===== config.mk =====
export PLATFORM = sky130hd
export DESIGN_NAME = integer_mac_pe_os
export DESIGN_NICKNAME = d
export VERILOG_FILES = /design/src/rtl/integer_mac_pkg.sv /design/src/rtl/integer_mac_narrow.sv /design/src/rtl/integer_mac_pe_os.sv
export SDC_FILE = /design/constraint.sdc
export NUM_CORES = 1
export LEC_CHECK = 0
export ABC_AREA = 1
export CAP_MARGIN = 5
export CORE_ASPECT_RATIO = 2
export CORE_MARGIN = 8
export CORE_UTILIZATION = 50
export DETAILED_ROUTE_END_ITERATION = 12
export PLACE_DENSITY_LB_ADDON = 0.2
export SETUP_SLACK_MARGIN = 0.3
export SLEW_MARGIN = 25
export SYNTH_ARGS = -nofsm -noshare
export SYNTH_HDL_FRONTEND = slang
export SYNTH_HIERARCHICAL = 1
export SYNTH_SLANG_ARGS = --single-unit

===== constraint.sdc =====
create_clock -name clk -period 3.26 [get_ports clk]
set_input_delay 0.978 -clock clk [delete_from_list [all_inputs] [get_ports clk]]
set_output_delay 0.978 -clock clk [all_outputs]
set_load 0.01 [all_outputs]

===== src/rtl/integer_mac_pkg.sv =====
// rtl/integer_mac_pkg.sv - shared widths, FSM state type and parameter check for the integer MAC PE
package integer_mac_pkg;

    localparam int DEF_DATA_W = 16;
    localparam int DEF_ACC_W  = 40;
    localparam int DEF_OUT_W  = 16;
    localparam int DEF_SHIFT  = 0;

    typedef enum logic {
        ST_IDLE = 1'b0,
        ST_RUN  = 1'b1
    } mac_state_t;

    // The accumulator must hold a full product, and the shifted window must fit inside it.
    function automatic bit widths_ok(input int data_w, input int acc_w,
                                     input int out_w, input int shift);
        return (data_w > 0) && (out_w > 0) && (acc_w >= 2 * data_w) &&
               (shift >= 0) && (shift <= acc_w - out_w);
    endfunction

endpackage


===== src/rtl/integer_mac_narrow.sv =====
// rtl/integer_mac_narrow.sv - arithmetic shift then saturate (INTEGER_MAC_PE_SAT_EN) or truncate
module integer_mac_narrow
    import integer_mac_pkg::*;
#(
    parameter int ACC_W = DEF_ACC_W,
    parameter int OUT_W = DEF_OUT_W,
    parameter int SHIFT = DEF_SHIFT
) (
    input  logic [ACC_W-1:0] acc_in,
    output logic [OUT_W-1:0] result,
    output logic             sat
);

    // Floor rounding falls out of the arithmetic shift of a two's complement value.
    logic signed [ACC_W-1:0] shifted;
    assign shifted = $signed(acc_in) >>> SHIFT;

`ifdef INTEGER_MAC_PE_SAT_EN
    logic upper_ones;
    logic upper_zeros;
    assign upper_ones  = &shifted[ACC_W-1:OUT_W-1];
    assign upper_zeros = ~|shifted[ACC_W-1:OUT_W-1];

    // Value fits only when every bit above the output sign bit matches it; otherwise clamp.
    always_comb begin
        result = shifted[OUT_W-1:0];
        sat    = 1'b0;
        if (!(upper_ones || upper_zeros)) begin
            sat = 1'b1;
            if (shifted[ACC_W-1]) begin
                result = {1'b1, {(OUT_W-1){1'b0}}};
            end else begin
                result = {1'b0, {(OUT_W-1){1'b1}}};
            end
        end
    end
`else
    logic unused_upper;
    assign unused_upper = ^shifted;
    assign result       = shifted[OUT_W-1:0];
    assign sat          = 1'b0;
`endif

endmodule


===== src/rtl/integer_mac_pe_os.sv =====
// rtl/integer_mac_pe_os.sv - output-stationary integer MAC PE with drain chain; optional INTEGER_MAC_PE_SAT_EN
module integer_mac_pe_os
    import integer_mac_pkg::*;
#(
    parameter int DATA_W = DEF_DATA_W,
    parameter int ACC_W  = DEF_ACC_W,
    parameter int OUT_W  = DEF_OUT_W,
    parameter int SHIFT  = DEF_SHIFT
) (
    input  logic              clk,
    input  logic              rstn,
    input  logic [DATA_W-1:0] in_row,
    input  logic [DATA_W-1:0] in_col,
    input  logic              in_valid,
    input  logic              in_last,
    output logic [DATA_W-1:0] out_row,
    output logic [DATA_W-1:0] out_col,
    output logic              out_valid,
    output logic              out_last,
    input  logic              drain_load,
    input  logic              drain_shift,
    input  logic [OUT_W-1:0]  drain_in,
    input  logic              drain_in_valid,
    output logic [OUT_W-1:0]  drain_out,
    output logic              drain_out_valid,
    output logic              drain_out_sat,
    output logic              result_full,
    output logic              result_lost
);

    localparam bit WIDTHS_OK = widths_ok(DATA_W, ACC_W, OUT_W, SHIFT);
    if (!WIDTHS_OK) begin : g_width_check
        $fatal(1, "integer_mac_pe_os: need ACC_W >= 2*DATA_W and SHIFT <= ACC_W-OUT_W");
    end

    mac_state_t                 state;
    mac_state_t                 state_next;
    logic signed [ACC_W-1:0]    acc;
    logic signed [ACC_W-1:0]    acc_next;
    logic signed [2*DATA_W-1:0] product;
    logic signed [ACC_W-1:0]    prod_ext;
    logic                       finalise;
    logic [OUT_W-1:0]           narrow_result;
    logic                       narrow_sat;
    logic [OUT_W-1:0]           result;
    logic                       sat_flag;

    assign product  = $signed(in_row) * $signed(in_col);
    assign prod_ext = ACC_W'(product);
    assign finalise = in_valid && in_last;

    // One-cycle pass-through of the operand stream; the PE never stalls it.
    always_ff @(posedge clk or negedge rstn) begin
        if (!rstn) begin
            out_row   <= '0;
            out_col   <= '0;
            out_valid <= 1'b0;
            out_last  <= 1'b0;
        end else begin
            out_row   <= in_row;
            out_col   <= in_col;
            out_valid <= in_valid;
            out_last  <= in_valid && in_last;
        end
    end

    // Accumulator FSM state and running sum.
    always_ff @(posedge clk or negedge rstn) begin
        if (!rstn) begin
            state <= ST_IDLE;
            acc   <= '0;
        end else begin
            state <= state_next;
            acc   <= acc_next;
        end
    end

    // First beat of a frame restarts the sum; last beat returns to IDLE (single-beat frames allowed).
    always_comb begin
        state_next = state;
        acc_next   = acc;
        if (in_valid) begin
            if (state == ST_IDLE) begin
                acc_next = prod_ext;
            end else begin
                acc_next = acc + prod_ext;
            end
            state_next = in_last ? ST_IDLE : ST_RUN;
        end
    end

    // The value being finalised is this cycle's sum, so narrow acc_next rather than acc.
    integer_mac_narrow #(
        .ACC_W (ACC_W),
        .OUT_W (OUT_W),
        .SHIFT (SHIFT)
    ) u_narrow (
        .acc_in (acc_next),
        .result (narrow_result),
        .sat    (narrow_sat)
    );

    // Holding register: a load empties it unless a new result lands in the same cycle.
    always_ff @(posedge clk or negedge rstn) begin
        if (!rstn) begin
            result      <= '0;
            sat_flag    <= 1'b0;
            result_full <= 1'b0;
            result_lost <= 1'b0;
        end else begin
            if (finalise) begin
                result      <= narrow_result;
                sat_flag    <= narrow_sat;
                result_full <= 1'b1;
                if (result_full && !drain_load) begin
                    result_lost <= 1'b1;
                end
            end else if (drain_load) begin
                result_full <= 1'b0;
            end
        end
    end

    // Drain register: load from the holding register wins over shifting from upstream.
    always_ff @(posedge clk or negedge rstn) begin
        if (!rstn) begin
            drain_out       <= '0;
            drain_out_valid <= 1'b0;
            drain_out_sat   <= 1'b0;
        end else if (drain_load) begin
            if (result_full) begin
                drain_out       <= result;
                drain_out_sat   <= sat_flag;
                drain_out_valid <= 1'b1;
            end else begin
                drain_out_valid <= 1'b0;
            end
        end else if (drain_shift) begin
            drain_out       <= drain_in;
            drain_out_valid <= drain_in_valid;
            drain_out_sat   <= 1'b0;
        end
    end

endmodule


==> flow_summary_export.csv <==
group,metric,value,unit
die,die_y,203,µm
finish,area_growth,44.7,%
critical_path,cp-start-kind,"input pin",
clock_network,ctsRootBufferMaster,"clkbuf_16",
critical_path,worstPathRequired,3.52,ns
die,coreArea,17200,µm²
placed_design,placed_cell_area,10900,µm²
routing,ant_nets,0,
routing,drt_iter0_markers,339,
die,num_rows,68,
run_status,outcome,"finished with violations",
critical_path,crit_start,"in_col[2]",
finish,final_util,73.6,%
critical_path,cp_common_cell,"fa_1",
clock_network,htreeDepth,3,
critical_path,cpMaxStageDelayCell,"fa_2",
logic_synthesis,synthesis.nets,1343,
die,io_pins,109,
finish,stdcell_area,12600,µm²
run_status,violations,"setup timing",
timing,rsz0062_at_grt,"yes",
timing,tightest_slew,0.685,ns
routing,vias,7850,
global_routing,grt_antenna_before_repair,0,
critical_path,rr_worst_depth,6,
critical_path,critPathArrivalTime,6.92,ns
clock_network,cts_made_buffers,9,
die,initial_utilization,50.8,%
finish,num-nets-final,1558,
timing,hold_violations,0,
timing,min_period_over_period,204,%
timing,clock.fmax,150,MHz
global_routing,grt_max_degree,52,
clock_network,hold_buffers,0,
finish,drive_gt1_share,32.1,%
clock_network,cts_tree,"yes",
routing,wl_per_cell,18.9,µm
finish,multi_input_area,6130,µm²
clock_network,clockBufferDepth,2,
finish,diodes,0,
global_routing,grt_pass1_vias,8406,
logic_synthesis,syn_avg_cell_area,7.84,µm²
die,dieWidth,109,µm
critical_path,reg2reg_from,"state$_DFFE_PN0P_",
timing,setup_violations,26,
worst_hold_path,min_path_type,"reg -> reg",
critical_path,path_max_fanout,6,
routing,drc,0,
power_and_ir_drop,powerDensity,1660,nW/µm²
critical_path,critPathKind,"in -> reg",
timing,slew_viol_final,0,
clock_network,clkLatencyLatePin,0.36,ns
clock_network,clkTransAtPathRegs,0.07,ns
timing,setup_slack,-3.40,ns
power_and_ir_drop,vdd_ir_drop_max,1.95,mV
timing,skew,0.00724,ns
global_routing,grt_remaining_overflow,0,
worst_hold_path,hp-start,"result_lost$_DFFE_PN0P_",
flow_run,cap_viol_max_count,0,
logic_synthesis,netlist_area,8740,µm²
logic_synthesis,yosysWarnings,6,
finish,fillCellCount,1236,
finish,regArea,2200,µm²
global_routing,grt_use_total,25.9,%
power_and_ir_drop,leakage,0.00671,µW
die,die_area,22200,µm²
critical_path,endpoint_kind,"register",
placed_design,place_hpwl,20900,µm
logic_synthesis,synthCells,1115,
placed_design,gp_congestion,0.968,
clock_network,clock_sinks,88,
routing,vias_per_cell,5.08,
critical_path,max_stage_delay,0.61,ns
worst_hold_path,hold-path-cell-count,1,
routing,first_pass_iters,5,
global_routing,grt_pass1_wl,43100,µm
routing,wl,29200,µm
timing,slew_headroom,54.3,%
placed_design,port_buffers,108,
timing,period_minus_slack,6.66,ns
## stage by stage
stage / power, µW / setup TNS [ns] / setup WS (ns) / hold WS [ns] / instances
floorplan: 10600 / -56.36 / -3.20 / 0.442 / 1115
global placement: 14600 / -81.06 / -4.05 / 0.455 / 1447
detailed placement: 14700 / -81.72 / -4.06 / 0.461 / 1447
CTS: 18300 / -60.37 / -3.19 / 0.476 / 1514
global route: 22400 / -70.05 / -3.65 / 0.496 / 1545
finish: 21000 / -64.35 / -3.40 / 0.475 / 1545
## final cells by class
type | count | area share [%]
Clock buffer | 11 | 1.92
Clock inverter | 5 | 0.307
Inverter | 261 | 7.79
Multi-Input combinational cell | 671 | 48.5
Sequential cell | 88 | 17.4
Tap cell | 210 | 2.08
Timing Repair Buffer | 299 | 22.0
## path summary, 6_finish.rpt
kind	slack [ns]	to
max	-3.40	acc[14]$_DFF_PN0_
min	0.48	result_lost$_DFFE_PN0P_
max reg2reg	0.76	acc[14]$_DFF_PN0_
min reg2reg	0.48	result_lost$_DFFE_PN0P_
max in group asynchronous	1.95	out_col[12]$_DFF_PN0_
min in group asynchronous	0.61	out_row[12]$_DFF_PN0_
## registers in the layout (all words and copies together), names as in the netlist, 16 cells and up
name	cells
acc	16
drain_out	16
out_col	16
out_row	16
result	16
## report_power, final
part           internal [µW]  total (µW)  switching, µW
registers               1370        1560            193
clock network            545        1050            506
logic                   9070       18400           9300
total                  11000       21000           9990
## timing repair
action | CTS | global route
hold endpoints to repair | 0 | 0
setup buffers | 51 | 31
pin swaps | 110 | 78
endpoints found under the setup margin | 28 | 27
gates resized for setup | 210 | 91
cloned | 0 | 0
## routing by layer
metal	track usage, %	share of wire (%)
met1	22.6	29
met5	0	0
met3	3.08	3.1
met2	49.8	58
met4	20.6	9.1
## placed cells by master, fill, tap and decap left out, drive strengths merged, types with 19 or more instances in the layout
| master | count |
|---|---|
| fa | 95 |
| ha | 78 |
| a21oi | 33 |
| nand2 | 325 |
| buf | 207 |
| inv | 261 |
| nand3 | 19 |
| dfrtp | 88 |
| o21ai | 23 |
| nor2 | 46 |
| clkdlybuf4s50 | 84 |
## critical path: cells and delay by family
kind | cells | cell delay, ns
fa+ha+maj | 8 | 3.49
buf+inv | 8 | 0.81
compound gates | 6 | 0.78
simple gates | 6 | 0.62
xor+xnor | 1 | 0.23
No activity file was read; power rests on OpenSTA's default activity.
